<file path="src/rtl/alsu_issue_pkg.sv">
// ---------------------------------------------------------------------------
// alsu_issue_pkg
// Shared types and helpers for the ALSU command issuer:
//   alsu_cmd_t     : 20-bit packed command as it arrives on cmd_data
//   opcode_e       : ALSU opcode values (OR, XOR, ADD, MULT, SHIFT, ROTATE)
//   state_e        : issuer state machine states
//   IDLE_CMD       : pin pattern driven while nothing is being issued
//   is_illegal     : commands the ALSU cannot execute meaningfully
//   is_multi_cycle : shift/rotate commands that expand into repeats
// ---------------------------------------------------------------------------
package alsu_issue_pkg;

  // Field order matches the bit layout on cmd_data, MSB first.
  typedef struct packed {
    logic [2:0] opcode;
    logic [2:0] A;
    logic [2:0] B;
    logic       cin;
    logic       red_op_A;
    logic       red_op_B;
    logic       bypass_A;
    logic       bypass_B;
    logic       direction;
    logic       serial_in;
    logic [3:0] rep;
  } alsu_cmd_t;

  localparam int CMD_W = $bits(alsu_cmd_t);

  typedef enum logic [2:0] {
    OP_OR     = 3'd0,
    OP_XOR    = 3'd1,
    OP_ADD    = 3'd2,
    OP_MULT   = 3'd3,
    OP_SHIFT  = 3'd4,
    OP_ROTATE = 3'd5
  } opcode_e;

  typedef enum logic [1:0] {
    IDLE   = 2'd0,
    ISSUE  = 2'd1,
    REPEAT = 2'd2
  } state_e;

  // OR of zero operands keeps the ALSU output settling toward 0.
  localparam alsu_cmd_t IDLE_CMD = '0;

  // Opcodes 6/7 do not exist, and the reduction modifiers only make sense
  // for the bitwise OR/XOR operations.
  function automatic logic is_illegal(input alsu_cmd_t c);
    logic badOpcode;
    logic badReduction;
    badOpcode    = (c.opcode > OP_ROTATE);
    badReduction = (c.red_op_A || c.red_op_B) &&
                   !((c.opcode == OP_OR) || (c.opcode == OP_XOR));
    return badOpcode || badReduction;
  endfunction

  // Only shift/rotate honour the repeat count; a count of 0 means one shot.
  function automatic logic is_multi_cycle(input alsu_cmd_t c);
    return ((c.opcode == OP_SHIFT) || (c.opcode == OP_ROTATE)) &&
           (c.rep != 4'd0);
  endfunction

endpackage

</file>
<file path="src/rtl/cmd_fifo.sv">
// ---------------------------------------------------------------------------
// cmd_fifo
// Small synchronous FIFO holding queued ALSU commands.
// Ports:
//   clk          : clock, rising edge
//   rst          : synchronous active-low reset
//   i_flush      : empty the FIFO on the next edge (overrides push/pop)
//   i_push       : write i_pushData (ignored when full)
//   i_pushData   : entry to write
//   i_pop        : advance the read pointer (ignored when empty)
//   o_headData   : oldest entry, valid whenever o_empty is low
//   o_count      : number of stored entries
//   o_empty      : no entries stored
//   o_full       : DEPTH entries stored
// DEPTH must be a power of two so the pointers wrap naturally.
// ---------------------------------------------------------------------------
module cmd_fifo #(
  parameter  int DEPTH = 8,
  parameter  int WIDTH = 20,
  localparam int CW    = $clog2(DEPTH + 1),
  localparam int AW    = $clog2(DEPTH)
) (
  input  logic             clk,
  input  logic             rst,
  input  logic             i_flush,
  input  logic             i_push,
  input  logic [WIDTH-1:0] i_pushData,
  input  logic             i_pop,
  output logic [WIDTH-1:0] o_headData,
  output logic [CW-1:0]    o_count,
  output logic             o_empty,
  output logic             o_full
);

  logic [WIDTH-1:0] r_mem [DEPTH];
  logic [AW-1:0]    r_wrPtr;
  logic [AW-1:0]    r_rdPtr;
  logic [CW-1:0]    r_count;
  logic             w_doPush;
  logic             w_doPop;

  assign o_empty    = (r_count == '0);
  assign o_full     = (r_count == CW'(DEPTH));
  assign o_count    = r_count;
  assign o_headData = r_mem[r_rdPtr];

  assign w_doPush = i_push && !o_full;
  assign w_doPop  = i_pop && !o_empty;

  // Storage needs no reset: the pointers and count define what is valid.
  always_ff @(posedge clk) begin
    if (w_doPush) begin
      r_mem[r_wrPtr] <= i_pushData;
    end
  end

  // Pointers and occupancy; a simultaneous push and pop leaves the count alone.
  always_ff @(posedge clk) begin
    if (!rst || i_flush) begin
      r_wrPtr <= '0;
      r_rdPtr <= '0;
      r_count <= '0;
    end else begin
      if (w_doPush) begin
        r_wrPtr <= r_wrPtr + 1'b1;
      end
      if (w_doPop) begin
        r_rdPtr <= r_rdPtr + 1'b1;
      end
      case ({w_doPush, w_doPop})
        2'b10:   r_count <= r_count + 1'b1;
        2'b01:   r_count <= r_count - 1'b1;
        default: r_count <= r_count;
      endcase
    end
  end

endmodule

</file>
<file path="src/rtl/alsu_cmd_issuer.sv">
// ---------------------------------------------------------------------------
// alsu_cmd_issuer
// Front end for the ALSU: queues packed commands, drives the ALSU input pins
// one command per clock, stretches shift/rotate commands over rep extra
// cycles, optionally filters illegal commands, and produces a strobe that
// lines up with the ALSU's registered output.
// Ports:
//   clk, rst          : clock and synchronous active-low reset
//   cmd_valid/ready   : command handshake; cmd_data is an alsu_cmd_t
//   flush             : drop everything queued or being issued
//   issue_valid       : the ALSU pins carry a real command this cycle
//   opcode, A, B, cin, red_op_A, red_op_B, bypass_A, bypass_B,
//   direction, serial_in : registered ALSU input pins
//   res_valid         : issue_valid delayed by ALSU_LAT cycles
//   fifo_count        : queued entries
//   drop_cnt          : saturating count of discarded illegal commands
// ---------------------------------------------------------------------------
module alsu_cmd_issuer
  import alsu_issue_pkg::*;
#(
  parameter int DEPTH        = 8,
  parameter bit DROP_INVALID = 1'b1,
  parameter int ALSU_LAT     = 2
) (
  input  logic                         clk,
  input  logic                         rst,
  input  logic                         cmd_valid,
  output logic                         cmd_ready,
  input  logic [19:0]                  cmd_data,
  input  logic                         flush,
  output logic                         issue_valid,
  output logic [2:0]                   opcode,
  output logic signed [2:0]            A,
  output logic signed [2:0]            B,
  output logic                         cin,
  output logic                         red_op_A,
  output logic                         red_op_B,
  output logic                         bypass_A,
  output logic                         bypass_B,
  output logic                         direction,
  output logic                         serial_in,
  output logic                         res_valid,
  output logic [$clog2(DEPTH+1)-1:0]   fifo_count,
  output logic [7:0]                   drop_cnt
);

  localparam int CW = $clog2(DEPTH + 1);

  alsu_cmd_t         w_cmdIn;
  alsu_cmd_t         w_head;
  logic              w_empty;
  logic              w_full;
  logic [CW-1:0]     w_count;
  logic              w_handshake;
  logic              w_illegal;
  logic              w_push;
  logic              w_dropEvt;
  logic              w_startRepeat;
  logic              w_advance;
  logic              w_pop;

  state_e            r_state;
  alsu_cmd_t         r_cmd;
  logic              r_issueValid;
  logic [3:0]        r_repCnt;
  logic [7:0]        r_dropCnt;
  logic [ALSU_LAT-1:0] r_resPipe;

  assign w_cmdIn = alsu_cmd_t'(cmd_data);

  // Ready comes from the registered count only, so a full FIFO refuses even
  // in a cycle where it is about to pop. Held low throughout reset.
  assign cmd_ready   = rst && !w_full && !flush;
  assign w_handshake = cmd_valid && cmd_ready;
  assign w_illegal   = is_illegal(w_cmdIn);

  // Dropped commands are still handshaken so upstream never stalls on them.
  assign w_dropEvt = w_handshake && DROP_INVALID && w_illegal;
  assign w_push    = w_handshake && !w_dropEvt;

  // w_advance marks the cycle the current command (if any) is finished and
  // the next head may be taken; it is shared by IDLE, ISSUE and the last
  // REPEAT cycle so back-to-back issue needs no bubble.
  assign w_startRepeat = (r_state == ISSUE) && is_multi_cycle(r_cmd);
  assign w_advance     = (r_state == IDLE) ||
                         ((r_state == ISSUE) && !w_startRepeat) ||
                         ((r_state == REPEAT) && (r_repCnt == 4'd1));
  assign w_pop         = rst && !flush && w_advance && !w_empty;

  cmd_fifo #(
    .DEPTH (DEPTH),
    .WIDTH (CMD_W)
  ) u_fifo (
    .clk        (clk),
    .rst        (rst),
    .i_flush    (flush),
    .i_push     (w_push),
    .i_pushData (w_cmdIn),
    .i_pop      (w_pop),
    .o_headData (w_head),
    .o_count    (w_count),
    .o_empty    (w_empty),
    .o_full     (w_full)
  );

  // Issue state machine. The pins are the r_cmd register itself, so the
  // idle pattern is simply IDLE_CMD loaded whenever nothing is issued.
  // In REPEAT, r_repCnt counts the extra cycles still to hold; the hold ends
  // on the cycle it would reach zero.
  always_ff @(posedge clk) begin
    if (!rst || flush) begin
      r_state      <= IDLE;
      r_cmd        <= IDLE_CMD;
      r_issueValid <= 1'b0;
      r_repCnt     <= 4'd0;
    end else begin
      case (r_state)
        ISSUE: begin
          if (w_startRepeat) begin
            r_repCnt <= r_cmd.rep;
            r_state  <= REPEAT;
          end
        end
        REPEAT: begin
          if (!w_advance) begin
            r_repCnt <= r_repCnt - 4'd1;
          end
        end
        default: begin
          r_repCnt <= 4'd0;
        end
      endcase
      if (w_advance) begin
        if (!w_empty) begin
          r_cmd        <= w_head;
          r_issueValid <= 1'b1;
          r_state      <= ISSUE;
        end else begin
          r_cmd        <= IDLE_CMD;
          r_issueValid <= 1'b0;
          r_state      <= IDLE;
        end
      end
    end
  end

  // Saturating drop counter for discarded illegal commands.
  always_ff @(posedge clk) begin
    if (!rst) begin
      r_dropCnt <= 8'd0;
    end else if (w_dropEvt && (r_dropCnt != 8'hFF)) begin
      r_dropCnt <= r_dropCnt + 8'd1;
    end
  end

  // Delay line matching the ALSU's input and output registers. Flush does
  // not clear it, so results of already-issued commands are still flagged.
  always_ff @(posedge clk) begin
    if (!rst) begin
      r_resPipe <= '0;
    end else begin
      r_resPipe[0] <= r_issueValid;
      for (int i = 1; i < ALSU_LAT; i++) begin
        r_resPipe[i] <= r_resPipe[i-1];
      end
    end
  end

  assign issue_valid = r_issueValid;
  assign opcode      = r_cmd.opcode;
  assign A           = r_cmd.A;
  assign B           = r_cmd.B;
  assign cin         = r_cmd.cin;
  assign red_op_A    = r_cmd.red_op_A;
  assign red_op_B    = r_cmd.red_op_B;
  assign bypass_A    = r_cmd.bypass_A;
  assign bypass_B    = r_cmd.bypass_B;
  assign direction   = r_cmd.direction;
  assign serial_in   = r_cmd.serial_in;
  assign res_valid   = r_resPipe[ALSU_LAT-1];
  assign fifo_count  = w_count;
  assign drop_cnt    = r_dropCnt;

endmodule

</file>
<file path="config.mk">
export PLATFORM = sky130hd
export DESIGN_NAME = alsu_cmd_issuer
export DESIGN_NICKNAME = d
export VERILOG_FILES = /design/src/rtl/alsu_issue_pkg.sv /design/src/rtl/cmd_fifo.sv /design/src/rtl/alsu_cmd_issuer.sv
export SDC_FILE = /design/constraint.sdc
export NUM_CORES = 1
export LEC_CHECK = 0
export ABC_AREA = 1
export BUFFER_PORTS_ARGS = -buffer_cell sky130_fd_sc_hd__buf_4
export CORE_MARGIN = 5
export CORE_UTILIZATION = 60
export CTS_CLUSTER_DIAMETER = 50
export DETAILED_ROUTE_END_ITERATION = 10
export GPL_TIMING_DRIVEN = 0
export PLACE_DENSITY = 0.79
export SLEW_MARGIN = 5
export SYNTH_ARGS = -nofsm -noshare
export SYNTH_HDL_FRONTEND = slang
export SYNTH_SLANG_ARGS = --single-unit
</file>
<file path="constraint.sdc">
create_clock -name clk -period 3.9 [get_ports clk]
set_input_delay 0.195 -clock clk [delete_from_list [all_inputs] [get_ports clk]]
set_output_delay 0.195 -clock clk [all_outputs]
set_load 0.01 [all_outputs]
</file>
==> reports/metrics.cfg <==
[global_routing]
globalRouteOverflowTotal=0
grt_usage_pct=25.2
antenna_found_initial=0
grt_pass1_vias=6349
grt_max_degree=16
grt_pass1_wl_um=32800

[sta]
final_max_slew_viol_count=0
finalCritPeriodShare_pct=69.1
fin_skew_ps=15.6
timing.final.hold_violations=0
max_freq_ghz=0.371
min_period_ps=2700
setup_viol=0
whs_ps=18.5
setup_tns_ps=0
worst-slew-pin-transition_ps=911
rsz0062_at_grt=false
slew_headroom_pct=39.2

[synth]
synth_top_area_cell=edfxtp_1
ys.flop_type=edfxtp_1
synth_edf_count=160
async_reset_ff_share_pct=0
postSynthCellCount=808
synth_top_area_share_pct=55.8
synth.area.top_cells=edfxtp_1, dfxtp_1, nor2_1
synth-seq-cells=210
avgSynthCellArea_um2=10.7
synth_area_um2=8610
yosysMostFrequentCell=nor2_1
synth_nets=843
ys_top_cells_by_count=nor2_1, edfxtp_1, o21ai_0
yosysWarningCount=0
synth.distinct_cells=32
yosysSeqAreaShare_pct=67.4

[critical_path]
arrival_ps=3090
cp-endpoint=u_fifo.o_count[2]
r2r-end=u_fifo.o_count[2]
end_kind=flop
regToRegSetupSlack_ps=1200
path_class=flop to flop
critPathBufInv=5
worstRegToRegCells=18
cp-start-kind=flop
slowest_delay_ps=360
crit_slowest_cell=dfxtp_1
cp_max_fo=11
path_common_cell=inv_1
cp-startpoint=r_state[0]
critPathRequiredTime_ps=4290
crit_family=simple AND/OR/NAND/NOR gates
cp.depth=18
r2r-start=r_state[0]
worstPathCellList=inv_1, ha_1, nand2_1, inv_1, a21oi_2, nand2_4, nand2_2, nor2_2, buf_4, ha_1, nand2_1, inv_1, nor2_1, ha_1, a21oi_1, xnor2_1, o21ai_0, inv_1

[run]
max_cap_violations=0

[finish]
drive_gt1_share_pct=15.9
syn_to_final_growth_pct=19.4
fillCellCount=913
finalNetCount=951
diodes=0
post-route-util_pct=73.5

[clock_network]
clockRootBuffer=clkbuf_16
htreeDepth=1
cts_setup_buffers=0
hold_buffers=21
numCtsBuffers=23
cts_sinks=210
cts_tree=done
cts-resized-gates=0
clk_latency_ps=500
clockBufferDepth=3
cts.reportedPaths.clkPinSlew_ps=60

[route]
dr_total_vias=6423
drc_errors=0
route.detailed.wl_per_inst_um=18.9
ant_nets=0
dr.pass1.iters=6
drtIter0Drc=602
avgViaCountPerCell=5.78
drt_wl_total_um=21100

[power]
power.density_nw_per_um2=440
p_leak_nw=3.89
vdd_drop_max_v=0.000425

[floorplan]
die_area_um2=16900
num_rows=43
start_util_pct=61.6
fp.coreArea_um2=14000
ios=55
die_w_um=130
dieHeight_um=130

[status]
status=finished clean

[place]
io_buffers=54
place_hpwl_um=13600
gp_congestion=0.844

[hold_path]
hold_class=primary input to flop

## metal layers
layer  part of all wire (%)  vias to the layer above  wire (um)  track usage, %
li1                       -                     2977          -               -
met1                     39                     3026       8120            33.0
met2                     49                      362      10300            42.5
met3                    9.8                       58       2070            4.63
met4                    2.6                        0        557            8.99
met5                      0                        -          0               0
## final cells by class
| type | count | area [um2] | share of cell area [%] |
|---|---|---|---|
| flip-flops and latches | 210 | 5810 | 56.5 |
| plain buffers | 44 | 224 | 2.18 |
| clock buffers | 31 | 626 | 6.08 |
| inverters | 36 | 139 | 1.35 |
| well taps | 180 | 225 | 2.19 |
| multi-input cells | 518 | 2470 | 24.0 |
| clock inverters | 10 | 70.1 | 0.681 |
| repair buffers | 83 | 728 | 7.08 |
## placed cells by master, fill, tap and decap left out, types with 3 or more instances in the layout
master         netlist  layout
nand3_1             27      27
nor2_1             192     184
dlygate4sd3_1        0      21
clkinv_1             0       3
dfxtp_1             50      50
clkbuf_1            18      24
xnor2_1              4       4
edfxtp_1           160     160
ha_1                11      11
inv_1               31      31
o21ai_1             18      18
clkinv_2             1       3
a21oi_1             57      57
clkbuf_16            0      23
buf_2               14      14
nand2_1             92      92
o21ai_0             94      94
buf_8                0       6
inv_2                3       3
nor2_2               1       9
nand4_1              3       3
buf_4               11      65
nand2_4              3       3
## cells by family after synthesis
family                     after synthesis  share of synthesized area, %
adders and majority gates               11                          1.60
buffers and inverters                   80                          4.21
and+or+nand+nor                        327                          15.8
DFF                                    210                          67.4
xor gates and xnor gates                 6                         0.610
AOI/OAI and AO/OA                      174                          10.4
## where the power goes
part	total (mW)	switching, mW	internal (mW)
Sequential	2.41	0.00411	2.41
Combinational	0.131	0.0793	0.0513
Clock	1.98	0.841	1.14
Total	4.52	0.924	3.60
## stage by stage
step                instance area (um2)  setup slack (ps)  instances  power, mW
detailed placement                 9380              1240       1050       2.57
global route                      10300               997       1112       4.65
floorplan                          8610              1550        808       2.51
CTS                               10300              1230       1112       4.54
global placement                   9250               774       1042       2.57
finish                            10300              1200       1112       4.52
## how the worst min path moves through the flow
stage,start,endpoint,cells after the start
6_report,flush,r_repCnt[2],4
5_1_grt,flush,r_repCnt[2],4
4_1_cts,flush,r_repCnt[2],4
3_5_place_dp,r_resPipe[0],r_resPipe[1],2
3_3_place_gp,r_resPipe[0],r_resPipe[1],2
2_1_floorplan,rst,r_resPipe[1],2
## worst reg2reg max path, stage by stage, from the launching register on
cell and delay [ps]:
dfxtp_1 360, inv_1 70, ha_1 230, nand2_1 80, inv_1 50, a21oi_2 220, nand2_4 120, nand2_2 130
nor2_2 70, buf_4 190, ha_1 240, nand2_1 100, inv_1 40, nor2_1 160, ha_1 170, a21oi_1 50
xnor2_1 130, o21ai_0 130, inv_1 50
## flip-flops by register name (all words and copies together), names as in the netlist, 2 cells and up, named ones only
name,cells
u_fifo.r_rdPtr,3
A,3
B,3
r_resPipe,2
u_fifo.o_count,4
r_cmd,4
u_fifo.r_wrPtr,3
opcode,3
drop_cnt,8
r_repCnt,4
u_fifo.r_mem,160
r_state,2
No activity file was read; power rests on OpenSTA's default activity.
